<file path="src/rtl/alu_pkg.sv">
// Shared types and helpers for the push-button ALU operation controller.
// Holds the opcode type, ALU flag encodings and the controller FSM state enum.
package alu_pkg;

  typedef logic [3:0] opcode_t;

  localparam logic [3:0] FLAG_CARRY = 4'b0001;
  localparam logic [3:0] FLAG_ZERO  = 4'b0010;
  localparam logic [3:0] FLAG_NEG   = 4'b0100;
  localparam logic [3:0] FLAG_OVF   = 4'b1000;
  localparam logic [3:0] FLAG_MASK  = FLAG_CARRY | FLAG_ZERO | FLAG_NEG | FLAG_OVF;

  // All buttons released (active-low board buttons)
  localparam logic [3:0] BTN_RELEASED = 4'b1111;

  typedef enum logic [1:0] {
    ST_IDLE,
    ST_ISSUE,
    ST_CAPTURE,
    ST_HOLD
  } state_t;

  function automatic logic single_press(input logic [3:0] btn_n);
    int zeros;
    zeros = 0;
    for (int i = 0; i < 4; i++) begin
      if (!btn_n[i]) zeros++;
    end
    return (zeros == 1);
  endfunction

  function automatic logic [1:0] press_idx(input logic [3:0] btn_n);
    logic [1:0] idx;
    idx = 2'd0;
    for (int i = 3; i >= 0; i--) begin
      if (!btn_n[i]) idx = 2'(i);
    end
    return idx;
  endfunction

endpackage

</file>
<file path="src/rtl/btn_debounce.sv">
// Two-flop synchronizer plus per-vector debounce for raw board push-buttons.
// The debounced vector follows the synchronized one only after it has held a new value long enough.
module btn_debounce #(
  parameter int W               = 4,
  parameter int DEBOUNCE_CYCLES = 500000
) (
  input  logic         clk,
  input  logic         rst_n,
  input  logic [W-1:0] raw,
  output logic [W-1:0] sync,
  output logic [W-1:0] deb
);

  localparam int CNT_W = (DEBOUNCE_CYCLES < 2) ? 1 : $clog2(DEBOUNCE_CYCLES + 1);

  logic [W-1:0]     sync_p0;
  logic [W-1:0]     sync_last;
  logic [CNT_W-1:0] cnt;
  logic [CNT_W-1:0] cnt_nxt;

  // A change of the synchronized value starts a fresh run of length one
  always_comb begin
    cnt_nxt = cnt + CNT_W'(1);
    if (sync != sync_last) cnt_nxt = CNT_W'(1);
  end

  always_ff @(posedge clk) begin
    if (!rst_n) begin
      sync_p0   <= '1;
      sync      <= '1;
      sync_last <= '1;
      deb       <= '1;
      cnt       <= '0;
    end else begin
      sync_p0   <= raw;
      sync      <= sync_p0;
      sync_last <= sync;
      if (sync == deb) begin
        cnt <= '0;
      end else if (cnt_nxt == CNT_W'(DEBOUNCE_CYCLES)) begin
        deb <= sync;
        cnt <= '0;
      end else begin
        cnt <= cnt_nxt;
      end
    end
  end

endmodule

</file>
<file path="src/rtl/alu_op_controller.sv">
// Turns debounced push-button presses into single ALU operations and holds the
// last result, flags and opcode for the display decoders.
module alu_op_controller
  import alu_pkg::*;
#(
  parameter int N               = 4,
  parameter int DEBOUNCE_CYCLES = 500000
) (
  input  logic         clk,
  input  logic         rst_n,
  input  logic [3:0]   buttons_n,
  input  logic [1:0]   mode,
  input  logic [N-1:0] a_sw,
  input  logic [N-1:0] b_sw,
  output logic [N-1:0] alu_a,
  output logic [N-1:0] alu_b,
  output logic [3:0]   alu_op,
  output logic         alu_start,
  input  logic [N-1:0] alu_result,
  input  logic [3:0]   alu_flags,
  output logic [N-1:0] result_q,
  output logic [3:0]   flags_q,
  output logic [3:0]   op_q,
  output logic         done,
  output logic         busy,
  output logic         err
);

  logic [3:0] btn_sync;
  logic [3:0] btn_deb;
  logic [3:0] deb_prev;
  logic [1:0] settle;
  logic       armed;
  logic       press_edge;
  logic       press_ok;
  logic       press_multi;
  state_t     state;

  btn_debounce #(
    .W              (4),
    .DEBOUNCE_CYCLES(DEBOUNCE_CYCLES)
  ) u_btn_debounce (
    .clk  (clk),
    .rst_n(rst_n),
    .raw  (buttons_n),
    .sync (btn_sync),
    .deb  (btn_deb)
  );

  // A button held through reset keeps armed low until everything is seen released
  assign press_edge  = armed && (deb_prev == BTN_RELEASED) && (btn_deb != BTN_RELEASED);
  assign press_ok    = press_edge && single_press(btn_deb);
  assign press_multi = press_edge && !single_press(btn_deb);

  always_ff @(posedge clk) begin
    if (!rst_n) begin
      state     <= ST_IDLE;
      deb_prev  <= BTN_RELEASED;
      settle    <= 2'd0;
      armed     <= 1'b0;
      alu_a     <= '0;
      alu_b     <= '0;
      alu_op    <= 4'b0000;
      alu_start <= 1'b0;
      result_q  <= '0;
      flags_q   <= 4'b0000;
      op_q      <= 4'b0000;
      done      <= 1'b0;
      busy      <= 1'b0;
      err       <= 1'b0;
    end else begin
      deb_prev  <= btn_deb;
      alu_start <= 1'b0;
      done      <= 1'b0;
      if (settle != 2'd2) settle <= settle + 2'd1;
      if (settle == 2'd2 && btn_sync == BTN_RELEASED && btn_deb == BTN_RELEASED)
        armed <= 1'b1;

      case (state)
        ST_IDLE: begin
          if (press_ok) begin
            alu_a     <= a_sw;
            alu_b     <= b_sw;
            alu_op    <= {mode, press_idx(btn_deb)};
            alu_start <= 1'b1;
            busy      <= 1'b1;
            err       <= 1'b0;
            state     <= ST_ISSUE;
          end else if (press_multi) begin
            err <= 1'b1;
          end
        end
        // Result is sampled on the ISSUE exit edge so done and the held
        // values appear together during CAPTURE
        ST_ISSUE: begin
          result_q <= alu_result;
          flags_q  <= alu_flags & FLAG_MASK;
          op_q     <= alu_op;
          done     <= 1'b1;
          state    <= ST_CAPTURE;
        end
        ST_CAPTURE: begin
          state <= ST_HOLD;
        end
        ST_HOLD: begin
          if (btn_deb == BTN_RELEASED) begin
            busy  <= 1'b0;
            state <= ST_IDLE;
          end
        end
        default: begin
          busy  <= 1'b0;
          state <= ST_IDLE;
        end
      endcase
    end
  end

endmodule
</file>
<file path="config.mk">
export PLATFORM = sky130hd
export DESIGN_NAME = alu_op_controller
export DESIGN_NICKNAME = d
export VERILOG_FILES = /design/src/rtl/alu_pkg.sv /design/src/rtl/btn_debounce.sv /design/src/rtl/alu_op_controller.sv
export SDC_FILE = /design/constraint.sdc
export NUM_CORES = 1
export LEC_CHECK = 0
export ABC_AREA = 1
export ABC_CLOCK_PERIOD_IN_PS = 2390
export CAP_MARGIN = 25
export CORE_MARGIN = 2
export CORE_UTILIZATION = 47
export DETAILED_ROUTE_END_ITERATION = 12
export PLACE_DENSITY = 0.73
export SYNTH_ARGS = -nofsm -noshare
export SYNTH_HDL_FRONTEND = slang
export SYNTH_SLANG_ARGS = --single-unit
</file>
<file path="constraint.sdc">
create_clock -name clk -period 2.39 [get_ports clk]
set_input_delay 0.478 -clock clk [delete_from_list [all_inputs] [get_ports clk]]
set_output_delay 0.478 -clock clk [all_outputs]
set_load 0.02 [all_outputs]
</file>
# Yosys cells after proc, flatten, opt, wreduce, memory -nomap -nowiden
# Index checks and enable logic that the tools add are counted.
[word_totals]
word_cells = 77
register_bits = 72
[op_classes]
n_mux = 19
n_bitwise = 2
eq_ne = 15
addsub = 5
n_reduce_logical = 17
[ops]
columns = ["op", "count"]
rows = [
  ["adder 32 x 2 -> 32 bit (second input constant)", 3],
  ["two-way mux 32 bit", 3],
  ["equality test 32 x 2 -> 1 bit (second input constant)", 1],
  ["adder 19 x 1 -> 19 bit (second input constant)", 1],
  ["equality test 19 bit (second input constant)", 1],
  ["two-way mux 19 bit", 1],
  ["equality test 4 bit (second input constant)", 3],
  ["two-way mux 2 bit", 6],
  ["AND reduction 2 bit", 5],
  ["case mux 2 bit (4 select lines)", 1],
  ["two-way mux 1 bit", 7],
  ["equality test 2 bit (second input constant)", 3],
  ["logical AND 1 bit", 6],
  ["!= test 2 bit (second input constant)", 3],
  ["equality test 4 bit", 1],
  ["!= test 4 bit", 1],
  ["!= test 4 bit (second input constant)", 1],
  ["nonzero test 2 bit", 2],
  ["AND reduction 3 bit", 1],
  ["OR reduction 3 bit", 1],
  ["adder 2 x 1 -> 2 bit (second input constant)", 1],
  ["equality test 2 x 1 -> 1 bit (second input constant)", 1],
  ["zero test 2 bit", 1],
  ["NOT 1 bit", 2],
  ["2 further kinds", 2],
]

# Longest topological paths before layout
# Gate-level depths: netlist of the first run.
[depth]
depth_word = 12
ltp_mapped = 15
mapped_depth_nobuf = 15

# Cells and area by module
# A second synthesis of the first run with hierarchy kept.
[unflattened]
cells_unflattened = 463
area_unflattened_um2 = 3335.7
[modules_own_cells]
columns = ["module", "area_per_inst_um2", "seq_area_each_um2", "instances", "cells_per_inst"]
rows = [
  ["btn_debounce", 1781.7, 700.7, 1, 258],
  ["alu_op_controller", 1554.0, 740.7, 1, 205],
]

# Worst setup path after synthesis of the first run
# No wires, ideal clock.
[synth_path]
kind = "reg2reg"
from = "register u_btn_debounce.deb[0]"
to = "register alu_a[0]"
slack_ns = 0.153
setup_time_ns = 0.060
required_time_ns = 2.330
arrival_time_ns = 2.178
path_buffers = 1
stages_incl_launch_ff = 11
cell_sequence = "dfxtp_1 -> inv_1 -> ha_1 -> xnor2_1 -> ha_1 -> o31ai_1 -> nand4_1 -> inv_1 -> clkbuf_1 -> nand2_1 -> nand2_1"
[synth_via]
elab_chain_cells = 10
word_cells_on_any_way = 12
cone_classes = "add/sub: 3; eq/ne: 2; mux: 4; reduce/logical: 3"
[synth_lines]
columns = ["element", "line", "text"]
rows = [
  ["from (decl)", "btn_debounce.sv:11", "output logic [W-1:0] deb"],
  ["from (signal assigned)", "btn_debounce.sv:41", "deb <= sync;"],
  ["two-way mux 1 bit", "alu_pkg.sv:27", "if (!btn_n[i]) zeros++;"],
  ["adder 32 x 2 -> 32 bit", "alu_pkg.sv:27", ""],
  ["two-way mux 32 bit", "alu_pkg.sv:27", ""],
  ["adder 32 x 2 -> 32 bit", "alu_pkg.sv:27", ""],
  ["two-way mux 32 bit", "alu_pkg.sv:27", ""],
  ["adder 32 x 2 -> 32 bit", "alu_pkg.sv:27", ""],
  ["two-way mux 32 bit", "alu_pkg.sv:27", ""],
  ["equality test 32 x 2 -> 1 bit", "alu_pkg.sv:29", "return (zeros == 1);"],
  ["logical AND 1 bit (*)", "alu_op_controller.sv:52", "assign press_ok = press_edge && single_press(btn_deb);"],
  ["AND reduction 2 bit (no line) (*)", "--", ""],
  ["to (signal assigned)", "alu_op_controller.sv:82", "alu_a <= a_sw;"],
  ["to (decl)", "alu_op_controller.sv:15", "output logic [N-1:0] alu_a,"],
]
# Mark *: on every way between the ends. The rest lies on a longest branch, timed or not.
# A chain may end at the register's enable or synchronous reset.

# Final worst setup path of the first run
[layout_path]
from = "register u_btn_debounce.deb[0]"
to = "register alu_op[0]"
[layout_via]
elab_chain_cells = 10
word_cells_on_any_way = 13
cone_classes = "add/sub: 3; eq/ne: 2; mux: 5; reduce/logical: 3"
[layout_lines]
columns = ["element", "line", "text"]
rows = [
  ["two-way mux 1 bit", "alu_pkg.sv:27", ""],
  ["adder 32 x 2 -> 32 bit", "alu_pkg.sv:27", ""],
  ["two-way mux 32 bit", "alu_pkg.sv:27", ""],
  ["adder 32 x 2 -> 32 bit", "alu_pkg.sv:27", ""],
  ["two-way mux 32 bit", "alu_pkg.sv:27", ""],
  ["adder 32 x 2 -> 32 bit", "alu_pkg.sv:27", ""],
  ["two-way mux 32 bit", "alu_pkg.sv:27", ""],
  ["equality test 32 x 2 -> 1 bit", "alu_pkg.sv:29", ""],
  ["logical AND 1 bit", "alu_op_controller.sv:52", ""],
  ["AND reduction 2 bit (no line)", "--", ""],
  ["to (signal assigned)", "alu_op_controller.sv:84", "alu_op <= {mode, press_idx(btn_deb)};"],
  ["to (decl)", "alu_op_controller.sv:17", "output logic [3:0] alu_op,"],
]
# Parallel ways exist; a longest one is shown, timed or not.

==> results_dict.tcl, run 1 <==
set metrics [dict create \
    grt_overflow_total 0 \
    grt_use_total 0.211 \
    period_minus_slack_ns 2.27 \
    die_x_um 87.9 \
    gp_congestion 0.877 \
    crit_path_end "alu_op[0]" \
    cts-buffers-inserted 9 \
    critPathLaunch "u_btn_debounce.deb[0]" \
    ys_types 32 \
    n_fill_cell 610 \
    hold_depth 1 \
    drive_gt1_frac 0.125 \
    drc 0 \
    yosysWarnings 0 \
    clock_skew_ns 0.0124 \
    drv_cap 0 \
    num_vias 3009 \
    powerDensity_mw_per_mm2 581 \
    clock_path_buffers 2 \
    grt_pass1_vias 2788 \
    worstMarginPinSlew_ns 0.450 \
    io_buffers 51 \
    syn_to_final_growth_pct 26.3 \
    antenna-diode-count 0 \
    worstSetupEndpointType "flop" \
    synth-seq-cells 72 \
    reg2reg_from "u_btn_debounce.deb[0]" \
    drt_iter0_markers 214 \
    nets 556 \
    grt_start_max_net_pins 32 \
    placed_cells 605 \
    max_freq_mhz 440 \
    firstDrtPassIters 4 \
    rows 30 \
    antenna_found_initial 0 \
    initial_utilization 0.487 \
    hold_class "flop to flop" \
    synth_cells 461 \
    cts_tree "built" \
    arrival_ns 2.51 \
    hold_viol_final 0 \
    setup_viol 0 \
    path_class "flop to flop" \
    clk_pin_slew_worst_paths_ns 0.07 \
    wl_per_cell_um 12.2 \
    status "finished clean" \
    dieArea_mm2 0.00773 \
    power_leakage_nw 1.82 \
    period_share 0.951 \
    clkSinkCount 72 \
    dieHeight_um 87.9 \
    yosysSeqAreaShare 0.435 \
    grt_pass1_wl_um 12600 \
    worstPathMaxFanout 12 \
    wl_um 7640 \
    cp.required_ns 2.63 \
    synth.net_count 494 \
    synth_area_mm2 0.00331 \
    r2r_slack_ns 0.12 \
    clk-insertion-delay-late_ns 0.36 \
    syn_avg_cell_area_um2 7.18 \
    slew_headroom 0.700 \
    r2r-end "alu_op[0]" \
    slew_violations 0 \
    tns_ns 0 \
    finalPower_w 0.00243 \
    htree_num_levels 3 \
    worst_r2r_path_depth 11 \
    io_pins 52 \
    cts_root_buf "clkbuf_8" \
    ant_nets 0 \
    ir_drop_uv 460 \
    hpwl_um 5480 \
    cp-start-kind "flop" \
    design.core.area_mm2 0.00679 \
    vias_per_cell 4.82 \
    final_cells 624 \
]
logic make-up after synthesis:
family,share of synthesized area
simple gates,0.357
flops,0.435
buf+inv,0.0892
compound gates,0.0684
fa+ha+maj,0.0340
xor+xnor,0.0159
worst min-delay path by stage:
stage | startpoint | end | slack [ns]
floorplan | u_btn_debounce.sync_p0[0] | u_btn_debounce.sync[0] | 0.39
global placement | u_btn_debounce.sync_p0[0] | u_btn_debounce.sync[0] | 0.40
global route | u_btn_debounce.sync_p0[2] | u_btn_debounce.sync[2] | 0.43
finish | u_btn_debounce.sync_p0[3] | u_btn_debounce.sync[3] | 0.41
CTS | u_btn_debounce.sync_p0[3] | u_btn_debounce.sync[3] | 0.42
detailed placement | u_btn_debounce.sync_p0[3] | u_btn_debounce.sync[3] | 0.40
cell type report:
cell class                      count  area, um^2  share of cell area
Timing Repair inverter              1        5.00             0.00120
Timing Repair Buffer               62         593               0.142
Clock buffer                       12         155              0.0371
Clock inverter                      4        51.3              0.0123
Multi-Input combinational cell    321        1600               0.383
Inverter                           56         215              0.0514
Tap cell                           96         120              0.0287
Sequential cell                    72        1440               0.345
critical path, cell delays in order (launching register included):
cell	delay [ns]
dfxtp_1	0.34
inv_1	0.08
ha_1	0.35
xnor2_2	0.23
ha_1	0.19
nand2_1	0.08
xor2_1	0.19
nor2_2	0.17
nand3_1	0.15
buf_4	0.22
nand3_1	0.09
o31ai_1	0.08
where the power goes:
group	total, W	internal, W	switching (W)	leakage, nW
Sequential	0.00124	0.00123	0.0000166	0.584
Combinational	0.000173	0.0000789	0.0000939	1.13
Clock	0.00102	0.000542	0.000474	0.103
Total	0.00243	0.00185	0.000584	1.82
metal layers:
metal / up-vias / share of wire / track usage
met1: 1370 / 0.45 / 0.263
met2: 51 / 0.51 / 0.350
met4: 0 / 0.012 / 0.0867
met3: 9 / 0.033 / 0.0490
li1: 1579 / - / -
met5: - / 0 / 0
metrics by stage:
stage | setup slack, ns | hold WS [ns] | area, um^2 | util
finish | 0.116 | 0.413 | 4180 | 0.616
CTS | 0.0274 | 0.417 | 4140 | 0.609
global placement | 0.150 | 0.395 | 3930 | 0.578
floorplan | 0.153 | 0.393 | 3310 | -
global route | -0.0186 | 0.430 | 4180 | 0.616
detailed placement | -0.0136 | 0.400 | 3930 | 0.578
cells in the final DEF, fill, tap and decap left out, types with 3 or more instances in the layout:
master	netlist	layout
a21oi_1	7	7
buf_4	0	11
clkbuf_8	0	11
clkdlybuf4s50_1	0	51
dfxtp_1	72	71
ha_1	9	9
inv_1	50	49
inv_2	5	6
nand2_1	108	108
nand3_1	41	41
nand4_1	13	13
nor2_1	77	76
nor2_2	12	12
nor2_4	2	3
nor3_1	3	3
o21ai_0	18	17
o21bai_1	4	4
or2_2	8	8
xor2_1	5	5
sequential cells by signal (all words and copies together) (netlist names):
name and count:
u_btn_debounce.cnt 19, alu_a 4, alu_b 4, alu_op 4, deb_prev 4, flags_q 4, op_q 4, result_q 4
u_btn_debounce.deb 4, u_btn_debounce.sync 4, u_btn_debounce.sync_last 4, u_btn_debounce.sync_p0 4, settle 2, state 2, alu_start 1, armed 1
busy 1, done 1, err 1
cell usage after synthesis:
cell type    n  area, um^2
buf_2        2        10.0
dfxtp_1     72        1440
xnor2_1      1        8.76
nand2_2      2        12.5
o311ai_0     1        8.76
a31oi_1      1        6.26
nor2_1      77         289
o21a_1       1        7.51
ha_1         9         113
a21oi_1      7        35.0
o31ai_1      2        15.0
o211a_1      1        10.0
xor2_1       5        43.8
nand3_1     41         205
o21bai_1     4        30.0
inv_1       50         188
nor3_1       3        15.0
buf_12       2        40.0
inv_6        1        8.76
or2_2        8        50.1
nand3_2      1        10.0
nand2_1    108         405
nand4_1     13        81.3
inv_2        5        18.8
clkbuf_1     8        30.0
o21ai_0     18        90.1
nor2_2      12        75.1
nor2_4       2        22.5
o21ai_4      1        16.3
nor4_1       1        6.26
nand2_4      1        11.3
o211ai_1     1        7.51
timing repair:
item | in CTS | in global routing
pin swaps | 0 | 3
endpoints found under the setup margin | 10 | 39
hold buffers | 0 | 0
buffers inserted | 0 | 2
cloned | 0 | 1
hold endpoints to repair | 0 | 0
gates resized for setup | 1 | 7
Power figures use the tool's default switching activity.
==> run 2: changes to the inputs <==
--- a/config.mk
+++ b/config.mk
@@ -11,6 +11,7 @@
 export CORE_MARGIN = 2
 export CORE_UTILIZATION = 47
 export DETAILED_ROUTE_END_ITERATION = 12
+export MAX_ROUTING_LAYER = met4
 export PLACE_DENSITY = 0.73
 export SYNTH_ARGS = -nofsm -noshare
 export SYNTH_HDL_FRONTEND = slang
==> run 2 against run 1 <==
Power fell by 1.4%; critical path type unchanged; clock power down 4%; sequential power about the same; final cell count is 0.48% lower.
==> results_dict.tcl, run 2 (same netlist as run 1, synthesis figures left out) <==
set metrics [dict create \
    status "finished clean" \
    clk-insertion-delay-late_ns 0.35 \
    worstPathMaxFanout 12 \
    grt_pass1_vias 2677 \
    design.core.area_mm2 0.00679 \
    path_class "flop to flop" \
    hpwl_um 5510 \
    drc 0 \
    top_layer "met4" \
    crit_path_cell_trace "inv_1, ha_1, xnor2_2, ha_1, nand2_1, xor2_1, nor2_1, nand3_1, buf_4, nand3_1, o21ai_0" \
    dieArea_mm2 0.00773 \
    grt_use_total 0.210 \
    num_vias 2989 \
    met1_length_um 3310 \
    cts_resized 0 \
    regMostFlops "u_btn_debounce.cnt" \
    antenna-diode-count 0 \
    power_leakage_nw 1.80 \
    nets 553 \
    firstDrtPassIters 4 \
    final_cell_mix "nand2_1 (108), nor2_1 (76), dfxtp_1 (71), clkdlybuf4s50_1 (51), inv_1 (49)" \
    vias_per_cell 4.81 \
    ant_nets 0 \
    gp_congestion 0.887 \
    final_common_cell "nand2_1" \
    grt_setup_unrepaired "false" \
    postCtsSetupBuffers 0 \
    cpPeakStageDelay_ns 0.34 \
    tns_ns 0 \
    io_pins 52 \
    cts-buffers-inserted 9 \
    cp.required_ns 2.62 \
    syn_to_final_growth_pct 25.5 \
    hold_class "flop to flop" \
    multi_input_area_mm2 0.00160 \
    arrival_ns 2.47 \
    clk_pin_slew_worst_paths_ns 0.07 \
    period_minus_slack_ns 2.23 \
    io_buffers 51 \
    postLayoutCellArea_mm2 0.00416 \
    initial_utilization 0.487 \
    clock_skew_ns 0.00761 \
    critical_path.slowest_cell "ha_1" \
    hold_buffers 0 \
    post_dp_cell_area_mm2 0.00393 \
    wl_met2_um 3660 \
    drv_cap 0 \
    worstSetupEndpointType "flop" \
    worstMarginPinSlew_ns 0.432 \
    slew_headroom 0.712 \
    n_fill_cell 616 \
    htree_num_levels 3 \
    wl_um 7450 \
    worst_r2r_path_depth 11 \
    clock_path_buffers 2 \
    holdWs_ns 0.412 \
    max_freq_mhz 448 \
    cp-start-kind "flop" \
    hold_viol_final 0 \
    dieHeight_um 87.9 \
    wl_met3_um 236 \
    powerDensity_mw_per_mm2 576 \
    largest_reg_flops 19 \
    setup_viol 0 \
    period_share 0.934 \
    grt_overflow_total 0 \
    cts_root_buf "clkbuf_8" \
    die_x_um 87.9 \
    ir_drop_uv 351 \
    grt_start_max_net_pins 32 \
    slew_violations 0 \
    hold_depth 1 \
    cts_tree "built" \
    wl_per_cell_um 12.0 \
    seqCellArea_mm2 0.00144 \
    clkSinkCount 72 \
    drt_iter0_markers 149 \
    rows 30 \
    drive_gt1_frac 0.120 \
    grt_pass1_wl_um 12000 \
    antenna_found_initial 0 \
]
run 2: cell count changes in the layout (fill, tap and decap cells not counted), sizes merged:
| cell | delta |
|---|---|
| buf | -2 |
| clkinvlp | -2 |
| clkinv | +1 |
| clkbuf | +1 |
| inv | -1 |
run 2: stage by stage:
stage	instances	total power [W]	utilization	worst slack (ns)
2_1_floorplan	461	0.00138	-	0.153
3_3_place_gp	605	0.00144	0.578	0.135
3_5_place_dp	605	0.00144	0.578	0.0820
4_1_cts	621	0.00242	0.608	0.0180
5_1_grt	621	0.00250	0.612	0.00305
6_report	621	0.00240	0.612	0.158
run 2: power breakdown:
part	leakage, nW	internal [W]	total, W	switching (W)
combinational	1.12	0.0000787	0.000174	0.0000948
sequential	0.584	0.00123	0.00124	0.0000160
clock	0.103	0.000537	0.000982	0.000445
run 2: area by class of cell:
class | instances | share of cell area
Clock buffer | 13 | 0.0382
Clock inverter | 3 | 0.00963
Inverter | 56 | 0.0518
Multi-Input combinational cell | 321 | 0.385
Sequential cell | 72 | 0.347
Tap cell | 96 | 0.0289
Timing Repair Buffer | 60 | 0.139
run 2: worst paths after layout:
path / slack, ns / end / start
min: 0.41 / u_btn_debounce.sync[2] / u_btn_debounce.sync_p0[2]
max: 0.16 / alu_op[1] / u_btn_debounce.deb[0]
max reg2reg: 0.16 / alu_op[1] / u_btn_debounce.deb[0]
min reg2reg: 0.41 / u_btn_debounce.sync[2] / u_btn_debounce.sync_p0[2]
run 2: critical path, delay by kind of cell, from the launching register on:
kind	cells	cell delay (ns)
AO/OA/AOI/OAI	1	0.08
buffers and inverters	2	0.29
AND/OR/NAND/NOR	4	0.51
XOR/XNOR	2	0.38
flip-flops	1	0.33
adder cells (fa/ha/maj)	2	0.53
run 2: metal layers:
metal / up-vias / global-route usage
met5: - / -
met4: 0 / 0.0993
met3: 20 / 0.0490
met2: 54 / 0.337
met1: 1342 / 0.247
li1: 1573 / -
==> run 3: changes to the inputs <==
--- a/config.mk
+++ b/config.mk
@@ -12,7 +12,7 @@
 export CORE_UTILIZATION = 47
 export DETAILED_ROUTE_END_ITERATION = 12
 export MAX_ROUTING_LAYER = met4
-export PLACE_DENSITY = 0.73
+export PLACE_DENSITY = 0.74
 export SYNTH_ARGS = -nofsm -noshare
 export SYNTH_HDL_FRONTEND = slang
 export SYNTH_SLANG_ARGS = --single-unit
==> run 3 against run 2 <==
Hold slack better by 0.0074 ns; routed wire length is 0.72% lower; maximum frequency is 0.55% higher; via count is 0.87% higher; clock power is 5.0% lower; critical endpoint unchanged; core utilization is 0.26 points lower; register-to-register slack hardly changed.
==> results_dict.tcl, run 3 (same netlist as run 1, synthesis figures left out) <==
set metrics [dict create \
    status "finished clean" \
    drc 0 \
    seqCellArea_mm2 0.00144 \
    cts_tree "built" \
    worstMarginPinSlew_ns 0.403 \
    cts_resized 1 \
    dieHeight_um 87.9 \
    hold_buffers 0 \
    tns_ns 0 \
    wl_met2_um 3690 \
    cts_root_buf "clkbuf_8" \
    hold_class "flop to flop" \
    met1_length_um 3340 \
    top_layer "met4" \
    slew_headroom 0.731 \
    hpwl_um 5370 \
    path_class "flop to flop" \
    wl_met3_um 244 \
    rows 30 \
    antenna_found_initial 0 \
    grt_use_total 0.203 \
    drt_iter0_markers 98 \
    nets 551 \
    antenna-diode-count 0 \
    setup_viol 0 \
    hold_viol_final 0 \
    clk_pin_slew_worst_paths_ns 0.08 \
    grt_overflow_total 0 \
    regMostFlops "u_btn_debounce.cnt" \
    clkSinkCount 72 \
    placed_cells 603 \
    num_vias 3015 \
    ir_drop_uv 440 \
    wl_um 7400 \
    worstPathMaxFanout 12 \
    multi_input_area_mm2 0.00160 \
    fin_ws_ns 0.170 \
    io_pins 52 \
    grt_pass1_wl_um 12100 \
    grt_pass1_vias 2762 \
    slew_violations 0 \
    wl_per_cell_um 11.9 \
    power_leakage_nw 1.80 \
    design.core.area_mm2 0.00679 \
    firstDrtPassIters 4 \
    arrival_ns 2.45 \
    clock_path_buffers 2 \
    clock_skew_ns 0.00965 \
    drive_gt1_frac 0.117 \
    htree_num_levels 3 \
    cts-buffers-inserted 9 \
    gp_congestion 0.868 \
    vias_per_cell 4.87 \
    postCtsSetupBuffers 0 \
    ant_nets 0 \
    preCtsSetupSlack_ns 0.0159 \
    period_minus_slack_ns 2.22 \
    worstSetupEndpointType "flop" \
    syn_to_final_growth_pct 25.0 \
    final_common_cell "nand2_1" \
    period_share 0.929 \
    cp.required_ns 2.62 \
    die_x_um 87.9 \
    largest_reg_flops 19 \
    max_freq_mhz 450 \
    grt_start_max_net_pins 33 \
    drv_cap 0 \
    powerDensity_mw_per_mm2 567 \
    cp-start-kind "flop" \
    dieArea_mm2 0.00773 \
    clk-insertion-delay-late_ns 0.35 \
    io_buffers 51 \
    grt_setup_unrepaired "true" \
    final_cell_mix "nand2_1 (108), nor2_1 (76), dfxtp_1 (71), clkdlybuf4s50_1 (51), inv_1 (49)" \
    initial_utilization 0.487 \
    final_cells 619 \
    n_fill_cell 605 \
]
run 3: cell type report:
cell class	count	share of cell area
tap	96	0.0290
clock inverter	4	0.00635
multi-input combinational	321	0.385
timing repair buffer	58	0.139
clock buffer	12	0.0399
sequential	72	0.348
inverter	56	0.0520
run 3: worst max-delay path, cell delays in order (launching register included):
cell and delay [ns]:
dfxtp_1 0.33, inv_1 0.06, ha_1 0.33, xnor2_2 0.17, ha_1 0.32, o31ai_2 0.33
nand3_1 0.20, buf_4 0.23, nand3_1 0.07, o21ai_0 0.07
run 3: metal layers:
metal  vias to the layer above  global-route usage
met4                         0              0.0895
met3                        14              0.0349
met5                         -                   -
met2                        52               0.335
li1                       1567                   -
met1                      1382               0.241
run 3: through the flow:
stage / utilization / power (W) / hold WS (ns) / cell area, um^2
finish: 0.609 / 0.00235 / 0.419 / 4140
global route: 0.609 / 0.00245 / 0.433 / 4140
CTS: 0.606 / 0.00237 / 0.422 / 4120
floorplan: - / 0.00138 / 0.393 / 3310
detailed placement: 0.578 / 0.00144 / 0.404 / 3930
global placement: 0.578 / 0.00144 / 0.394 / 3930
run 3: power by group:
part | switching [W] | internal, W | total, W
combinational | 0.0000939 | 0.0000786 | 0.000173
sequential | 0.0000158 | 0.00122 | 0.00124
clock | 0.000471 | 0.000463 | 0.000933
total | 0.000581 | 0.00177 | 0.00235
run 3: worst paths after layout:
| kind | from | end | slack [ns] | cells after the start |
|---|---|---|---|---|
| max | u_btn_debounce.deb[0] | alu_op[1] | 0.17 | 9 |
| min | u_btn_debounce.sync_p0[0] | u_btn_debounce.sync[0] | 0.42 | 1 |
| max reg2reg | u_btn_debounce.deb[0] | alu_op[1] | 0.17 | 9 |
| min reg2reg | u_btn_debounce.sync_p0[0] | u_btn_debounce.sync[0] | 0.42 | 1 |
